==> src/rtl/adas_pkg.sv <==
// Shared types for the ADAS emergency-brake sequencer: state encoding and
// a small elaboration-time helper.
package adas_pkg;

  localparam int ADAS_STATE_W = 3;

  typedef enum logic [ADAS_STATE_W-1:0] {
    IDLE    = 3'd0,
    QUALIFY = 3'd1,
    BRAKE   = 3'd2,
    HOLD    = 3'd3,
    FAULT   = 3'd4
  } adas_state_t;

  function automatic int max_int(input int a, input int b);
    return (a > b) ? a : b;
  endfunction

endpackage

==> src/rtl/adas_cycle_counter.sv <==
// Loadable, clearable up-counter with a terminal-compare flag; one instance
// is shared by the qualification and hold phases of the brake sequencer.
module adas_cycle_counter #(
  parameter int W = 4
) (
  input  logic         clock,
  input  logic         reset,
  input  logic         clr,
  input  logic         ld,
  input  logic         inc,
  input  logic [W-1:0] ld_val,
  input  logic [W-1:0] term_val,
  output logic [W-1:0] cnt,
  output logic         at_term
);

  // NOTE: sequential state is written only with non-blocking assignments so
  // every flop samples pre-edge values regardless of block ordering.
  always_ff @(posedge clock or posedge reset) begin
    if (reset) begin
      cnt <= '0;
    end else if (clr) begin
      cnt <= '0;
    end else if (ld) begin
      cnt <= ld_val;
    end else if (inc) begin
      cnt <= cnt + W'(1);
    end
  end

  assign at_term = (cnt == term_val);

endmodule

==> src/rtl/adas_brake_ctrl.sv <==
// ADAS emergency-brake sequencer: qualifies camera&radar threats, holds the
// brake after release, forces off on error. Option: ADAS_FAULT_LATCH_EN.
module adas_brake_ctrl
  import adas_pkg::*;
#(
  parameter int DETECT_CYCLES = 4,
  parameter int HOLD_CYCLES   = 16
) (
  input  logic                    clock,
  input  logic                    reset,
  input  logic                    driver_break,
  input  logic                    camera,
  input  logic                    radar,
  input  logic                    adas_error,
  input  logic                    fault_clear,
  output logic                    vehicle_break,
  output logic                    adas_active,
  output logic                    adas_fault,
  output logic [ADAS_STATE_W-1:0] state
);

  localparam int               CNT_W       = $clog2(max_int(DETECT_CYCLES, HOLD_CYCLES));
  localparam logic [CNT_W-1:0] DETECT_TERM = CNT_W'(DETECT_CYCLES - 1);
  localparam logic [CNT_W-1:0] HOLD_TERM   = CNT_W'(HOLD_CYCLES - 1);

  adas_state_t      cur_state;
  logic             threat;
  logic             fault_exit;
  logic             cnt_clr;
  logic             cnt_ld;
  logic             cnt_inc;
  logic [CNT_W-1:0] term_val;
  logic [CNT_W-1:0] cnt;
  logic             at_term;

  assign threat = camera & radar;

`ifdef ADAS_FAULT_LATCH_EN
  // Error is already handled first, so only the acknowledge is needed here.
  assign fault_exit = fault_clear;
`else
  logic unused_fault_clear;
  assign unused_fault_clear = fault_clear;
  assign fault_exit         = 1'b1;
`endif

  // NOTE: every signal driven here gets a default first, so no path through
  // the case can leave a value unassigned and infer a latch.
  always_comb begin
    cnt_clr  = 1'b0;
    cnt_ld   = 1'b0;
    cnt_inc  = 1'b0;
    term_val = HOLD_TERM;
    if (adas_error) begin
      cnt_clr = 1'b1;
    end else begin
      case (cur_state)
        IDLE:    cnt_ld = threat;
        QUALIFY: begin
          term_val = DETECT_TERM;
          if (!threat)       cnt_clr = 1'b1;
          else if (!at_term) cnt_inc = 1'b1;
        end
        BRAKE:   cnt_clr = ~threat;
        HOLD: begin
          if (!threat) begin
            if (at_term) cnt_clr = 1'b1;
            else         cnt_inc = 1'b1;
          end
        end
        default: cnt_clr = 1'b1;
      endcase
    end
  end

  adas_cycle_counter #(.W(CNT_W)) u_cnt (
    .clock    (clock),
    .reset    (reset),
    .clr      (cnt_clr),
    .ld       (cnt_ld),
    .inc      (cnt_inc),
    .ld_val   (CNT_W'(1)),
    .term_val (term_val),
    .cnt      (cnt),
    .at_term  (at_term)
  );

  // Status flags are registered alongside the state so they change on the
  // same edge as the transition that implies them.
  always_ff @(posedge clock or posedge reset) begin
    if (reset) begin
      cur_state   <= IDLE;
      adas_active <= 1'b0;
      adas_fault  <= 1'b0;
    end else if (adas_error) begin
      cur_state   <= FAULT;
      adas_active <= 1'b0;
      adas_fault  <= 1'b1;
    end else begin
      case (cur_state)
        IDLE: begin
          if (threat) cur_state <= QUALIFY;
        end
        QUALIFY: begin
          if (!threat) begin
            cur_state <= IDLE;
          end else if (at_term) begin
            cur_state   <= BRAKE;
            adas_active <= 1'b1;
          end
        end
        BRAKE: begin
          if (!threat) cur_state <= HOLD;
        end
        HOLD: begin
          if (threat) begin
            cur_state <= BRAKE;
          end else if (at_term) begin
            cur_state   <= IDLE;
            adas_active <= 1'b0;
          end
        end
        FAULT: begin
          if (fault_exit) begin
            cur_state  <= IDLE;
            adas_fault <= 1'b0;
          end
        end
        default: begin
          cur_state   <= FAULT;
          adas_active <= 1'b0;
          adas_fault  <= 1'b1;
        end
      endcase
    end
  end

  assign state         = cur_state;
  assign vehicle_break = driver_break | adas_active;

endmodule

==> config.mk <==
export PLATFORM = sky130hd
export DESIGN_NAME = adas_brake_ctrl
export DESIGN_NICKNAME = d
export VERILOG_FILES = /design/src/rtl/adas_pkg.sv /design/src/rtl/adas_cycle_counter.sv /design/src/rtl/adas_brake_ctrl.sv
export SDC_FILE = /design/constraint.sdc
export NUM_CORES = 1
export LEC_CHECK = 0
export CAP_MARGIN = 10
export CORE_MARGIN = 4
export CORE_UTILIZATION = 45
export CTS_CLUSTER_SIZE = 40
export DETAILED_ROUTE_END_ITERATION = 10
export PLACE_DENSITY_LB_ADDON = 0.15
export REMOVE_ABC_BUFFERS = 1
export SETUP_SLACK_MARGIN = 0.15
export SYNTH_ARGS = -nofsm -noshare
export SYNTH_HDL_FRONTEND = slang
export SYNTH_SLANG_ARGS = --single-unit
==> constraint.sdc <==
create_clock -name clock -period 2.2 [get_ports clock]
set_input_delay 0.44 -clock clock [delete_from_list [all_inputs] [get_ports clock]]
set_output_delay 0.44 -clock clock [all_outputs]
set_load 0.02 [all_outputs]
==> run_results.csv, run 1 <==
group,metric,value,unit
drt,drt_iter0_drc,9,
synth,ys_seq_elements,9,
global_routing,track_usage,15.5,%
worst_setup_path,worstSetupEndpointType,"flip-flop",
worst_hold_path,timing.hold.worst.class,"primary input to async pin",
synth,synth_seq_area_share,34.7,%
placement,place.gp.congestion,0.739,
die,fp.dieW,46.0,µm
die,core_area,1330,µm²
drt,wl,1420,µm
timing,slew_headroom,76.8,%
cts,cts_tree,"yes",
synth,netlist_instances,73,
cts,root_buffer,"clkbuf_4",
status,outcome,"complete, no violations",
die,start_util,48.6,%
timing,hold_viol,0,
timing,finalClockSkew,0.00402,ns
timing,fin_crit_sh,86.4,%
global_routing,antenna_found_initial,0,
synth,synth.avg_cell_area,8.88,µm²
drt,ant_nets,0,
placement,hpwl,1010,µm
timing,final_max_slew_viol_count,0,
pwr,power,353,µW
synth,synthTopCellsByArea,"dfrtp_1, buf_6, nand2_1",
timing,final-setup-viol-count,0,
worst_setup_path,crit_fanout,7,
worst_setup_path,crit_type,"flip-flop to flip-flop",
die,fp.dieH,46.0,µm
drt,drc_errors,0,
global_routing,grt.overflow.total,0,
worst_setup_path,r2r_setup_slack,0.30,ns
synth,yosysUniqueCellTypes,36,
cts,worstSkewPairLatency,0.26,ns
run,maxCapViolations,0,
layout,fillers,119,
synth,synth_top_area_share,34.7,%
worst_setup_path,crit_path_start_kind,"flip-flop",
worst_setup_path,reg2reg_depth,6,
placement,io_buffers,11,
global_routing,grt_first_pass_wirelength,2360,µm
global_routing,grt_start_max_net_pins,14,
layout,final_nets,93,
synth,synth.most_common_cell,"dfrtp_1",
synth,synthArstFlopShare,100,%
timing,max_freq,526,MHz
cts,clkTransAtPathRegs,0.06,ns
die,io_pins,13,
timing,rsz0062_at_grt,"false",
cts,cts_buffer_depth,2,
timing,min_period,1.90,ns
die,fp-row-count,13,
die,dieArea,2110,µm²
layout,num_antenna_cells,0,
drt,wl_per_cell,14.4,µm
synth,synth_top_cells_by_count,"dfrtp_1, nand2_1, nor2_1, a21oi_1",
synth,synthesis.area,648,µm²
synth,ys_warn_count,0,
cts,cts.sinks,9,
drt,via_per_inst,5.94,
synth,synth_edf_count,0,
cts,ctsHtreeMaxLevel,1,
synth,yosysTopAreaCell,"dfrtp_1",
timing,tightest_slew,0.348,ns
cts,post-cts-setup-buffers,0,
global_routing,grt_pass1_vias,534,
worst_setup_path,cp.required,2.34,ns
layout,syn_to_final_growth,18.3,%
worst_setup_path,crit_arrival,2.04,ns
drt,drt-pass1-iter-count,6,
layout,drive_gt1_share,13.1,%
cts,cts_made_buffers,3,
synth,synth-main-ff-cell,"dfrtp_1",
pwr,pwr_density_cell,460,nW/µm²
timing,fin_setup_tns,0,ns
drt,vias,588,
pwr,leakagePower,0.317,nW
pwr,vdd_drop_max,0.307,mV
## metal layers
layer / global-route usage, % / share of wire [%] / wire (µm) / up-vias
met1: 19.3 / 42 / 602 / 275
li1: - / - / - / 285
met5: 0 / 0 / 0 / -
met2: 25.3 / 47 / 673 / 24
met3: 7.11 / 9.8 / 140 / 4
met4: 1.70 / 0.56 / 8 / 0
## worst max-delay path, stage by stage, from the launching register on
cell	delay (ns)
dfrtp_1	0.41
ha_2	0.25
a32o_1	0.29
mux2i_4	0.15
and3_4	0.23
nand4_1	0.12
mux2_1	0.33
## cell type report
cell class / instances / area [µm²] / share of cell area, %
flip-flops and latches: 9 / 226 / 29.5
clock buffers: 4 / 26.3 / 3.43
well taps: 15 / 18.8 / 2.45
inverters: 3 / 11.3 / 1.47
multi-input cells: 56 / 368 / 48.0
repair buffers: 12 / 116 / 15.2
## through the flow
stage / std cells / hold WS [ns] / setup slack (ns) / utilization [%] / area [µm²]
floorplan: 68 / 0.268 / 0.387 / - / 602
global placement: 95 / 0.465 / 0.132 / 55.3 / 738
detailed placement: 95 / 0.481 / 0.101 / 55.3 / 738
CTS: 99 / 0.444 / 0.170 / 57.2 / 763
global route: 99 / 0.452 / 0.199 / 57.5 / 767
finish: 99 / 0.437 / 0.299 / 57.5 / 767
## power by group
part	switching [mW]	total [mW]	internal (mW)	leakage, nW
logic	0.0269	0.0531	0.0262	0.184
registers	0.00531	0.174	0.169	0.118
clock network	0.0557	0.126	0.0698	0.0150
total	0.0880	0.353	0.265	0.317
## what timing repair did
| action | 4_1_cts | 5_1_grt |
|---|---|---|
| endpoints found under the setup margin | 1 | 2 |
| hold buffers | 0 | 0 |
| gates resized for setup | 1 | 2 |
## final timing paths
path                              startpoint            to
worst max-delay path            u_cnt.cnt[0]  u_cnt.cnt[3]
worst min-delay path                   reset      state[2]
worst max register to register  u_cnt.cnt[0]  u_cnt.cnt[3]
worst min register to register    adas_fault    adas_fault
max in group asynchronous              reset      state[1]
min in group clock                adas_fault    adas_fault
## placed cells by master (no fill, tap or decap), types with 2 or more instances in the layout
| master | n |
|---|---|
| nand3_1 | 2 |
| and2_1 | 2 |
| clkdlybuf4s50_1 | 10 |
| nand2_1 | 7 |
| a21oi_1 | 4 |
| nand3b_1 | 2 |
| and2b_2 | 2 |
| nor3_1 | 2 |
| o21ai_0 | 3 |
| a21o_1 | 2 |
| nor2_1 | 6 |
| dfrtp_1 | 8 |
| inv_1 | 3 |
| clkbuf_4 | 3 |
| nand4_1 | 3 |
| o21ai_1 | 2 |
## registers in the layout, summed over array words and instances, names as in the netlist
name / flops
adas_fault: 1
state: 3
u_cnt.cnt: 4
adas_active: 1
## cells by family after synthesis
| family | after synthesis | synth area share (%) |
|---|---|---|
| mux | 2 | 5.21 |
| xor+xnor | 1 | 1.35 |
| flops | 9 | 34.7 |
| compound gates | 20 | 20.7 |
| buf+inv | 8 | 8.88 |
| simple gates | 32 | 27.2 |
| fa+ha+maj | 1 | 1.93 |
No activity file was read; power rests on OpenSTA's default activity.
==> inputs of run 2 (changes only) <==
==> constraint.sdc (replaced) <==
create_clock -name clock -period 2.1 [get_ports clock]
set_input_delay 0.42 -clock clock [delete_from_list [all_inputs] [get_ports clock]]
set_output_delay 0.42 -clock clock [all_outputs]
set_load 0.1 [all_outputs]
==> run_results.csv, run 2 (synthesized netlist as in run 1, its figures left out) <==
group,metric,value,unit
layout,largest_reg_flops,4,
worst_hold_path,timing.hold.worst.class,"primary input to async pin",
timing,rsz0062_at_grt,"false",
placement,io_buffers,11,
layout,final_nets,96,
timing,final-setup-viol-count,0,
timing,fin_setup_tns,0,ns
cts,cts_hold_buf,0,
pwr,p_int,281,µW
layout,final_cell_mix,"dfrtp_1, buf_4, nand2_1, nor2_1, clkdlybuf4s50_1",
pwr,switchingPower,128,µW
drt,ant_nets,0,
die,io_pins,13,
pwr,vdd_drop_max,0.301,mV
cts,worstSkewPairLatency,0.28,ns
drt,drt-pass1-iter-count,4,
worst_setup_path,cp_slowest_cell,"dfrtp_1",
global_routing,grt_pass1_vias,509,
worst_setup_path,crit_arrival,2.00,ns
layout,num_antenna_cells,0,
layout,mostFrequentLayoutCell,"dfrtp_1",
placement,placed_area,771,µm²
worst_setup_path,crit_chain,"ha_2, a32o_1, mux2i_4, and3_4, nand4_1, mux2_1",
global_routing,track_usage,15.6,%
pwr,swShare,31.4,%
cts,cts_tree,"yes",
layout,regMostFlops,"u_cnt.cnt",
pwr,pwr_density_cell,512,nW/µm²
pwr,p_comb_share,20.7,%
drt,drc_errors,0,
die,core_area,1330,µm²
run,maxCapViolations,0,
worst_setup_path,crit_path_start_kind,"flip-flop",
layout,syn_to_final_growth,23.4,%
worst_setup_path,worstSetupEndpointType,"flip-flop",
global_routing,antenna_found_initial,0,
worst_setup_path,cp.required,2.25,ns
timing,tightest_slew,0.369,ns
cts,cts_buffer_depth,2,
die,dieArea,2110,µm²
worst_setup_path,crit_fanout,5,
status,outcome,"complete, no violations",
die,fp-row-count,13,
cts,cts_made_buffers,3,
timing,final_max_slew_viol_count,0,
worst_setup_path,crit_type,"flip-flop to flip-flop",
global_routing,grt_start_max_net_pins,11,
layout,drive_gt1_share,21.8,%
worst_setup_path,path_buf_inv,0,
drt,vias,556,
timing,slew_headroom,75.4,%
pwr,leakagePower,0.349,nW
die,fp.dieW,46.0,µm
pwr,power_frac_clock,34.7,%
pwr,seqPwrFrac,44.5,%
die,fp.dieH,46.0,µm
pwr,power,409,µW
worst_setup_path,cpPeakStageDelay,0.41,ns
timing,finalClockSkew,0.00699,ns
timing,fin_crit_sh,88.1,%
drt,drt_iter0_drc,21,
timing,min_period,1.85,ns
drt,wl,1420,µm
cts,root_buffer,"clkbuf_4",
drt,via_per_inst,5.45,
global_routing,grt_first_pass_wirelength,2260,µm
worst_setup_path,crit_family,"multiplexers",
timing,hold_viol,0,
timing,max_freq,540,MHz
global_routing,grt.overflow.total,0,
cts,clkTransAtPathRegs,0.07,ns
die,start_util,48.6,%
drt,wl_per_cell,13.9,µm
cts,cts.sinks,9,
placement,hpwl,990,µm
timing,whs,0.396,ns
cts,ctsHtreeMaxLevel,1,
placement,place.gp.congestion,0.753,
layout,design_area,800,µm²
run 2: cell count changes in the layout (fill, tap and decap cells not counted):
| cell | change |
|---|---|
| buf_12 | +2 |
| buf_4 | +7 |
| clkdlybuf4s50_1 | -5 |
| dfrtp_1 | +1 |
| dfrtp_2 | -1 |
| dlygate4sd2_1 | -1 |
run 2: metal layers:
layer	vias to the layer above	part of all wire, %	track usage, %
met1	237	45	19.2
met3	5	8.1	5.93
met4	0	3.0	10.2
met2	21	43	22.3
li1	293	-	-
met5	-	0	0
run 2: timing repair:
| item | in CTS | in global routing |
|---|---|---|
| endpoints found under the setup margin | 0 | 1 |
| endpoints found under the hold margin | 0 | 0 |
| gates resized for setup | 0 | 1 |
| setup buffers | 0 | 0 |
run 2: area by class of cell:
class / count / area, µm²
clock buffers: 4 / 26.3
fillers: 122 / 534
inverters: 3 / 11.3
multi-input cells: 56 / 368
flip-flops and latches: 9 / 225
well taps: 15 / 18.8
repair buffers: 15 / 150
run 2: path summary, 6_finish.rpt:
| path | startpoint | end | slack, ns | depth (start not counted) |
|---|---|---|---|---|
| min reg2reg | adas_fault | adas_fault | 0.48 | 1 |
| max | u_cnt.cnt[0] | u_cnt.cnt[3] | 0.25 | 6 |
| min | reset | state[2] | 0.40 | 2 |
| max reg2reg | u_cnt.cnt[0] | u_cnt.cnt[3] | 0.25 | 6 |
| max in group asynchronous | reset | u_cnt.cnt[3] | 1.45 | 2 |
| min in group clock | adas_fault | adas_fault | 0.48 | 1 |
run 2: power groups by stage:
stage                     Combinational, mW  Sequential, mW  Clock, mW
after floorplan                      0.0329           0.207          0
after global placement               0.0840           0.185          0
after detailed placement             0.0847           0.185          0
after CTS                            0.0849           0.182      0.146
after global routing                 0.0897           0.183      0.151
final                                0.0848           0.182      0.142
run 2: through the flow:
stage | std cells | utilization, % | worst slack [ns]
3_5_place_dp | 98 | 57.8 | 0.0224
5_1_grt | 102 | 59.9 | 0.175
4_1_cts | 102 | 59.8 | 0.206
2_1_floorplan | 68 | - | -0.134
3_3_place_gp | 98 | 57.8 | 0.0685
6_report | 102 | 59.9 | 0.250
run 2: worst reg2reg max path, stage by stage, from the launching register on:
cell and delay (ns):
dfrtp_1 0.41, ha_2 0.22, a32o_1 0.28, mux2i_4 0.15, and3_4 0.23, nand4_1 0.11, mux2_1 0.33
==> inputs of run 3 (changes only) <==
--- a/config.mk
+++ b/config.mk
@@ -8,7 +8,7 @@
 export CAP_MARGIN = 10
 export CORE_MARGIN = 4
 export CORE_UTILIZATION = 45
-export CTS_CLUSTER_SIZE = 40
+export CTS_CLUSTER_SIZE = 8
 export DETAILED_ROUTE_END_ITERATION = 10
 export PLACE_DENSITY_LB_ADDON = 0.15
 export REMOVE_ABC_BUFFERS = 1
==> results of run 3 <==
The final DEF is identical to that of run 2; final timing and power are the same.
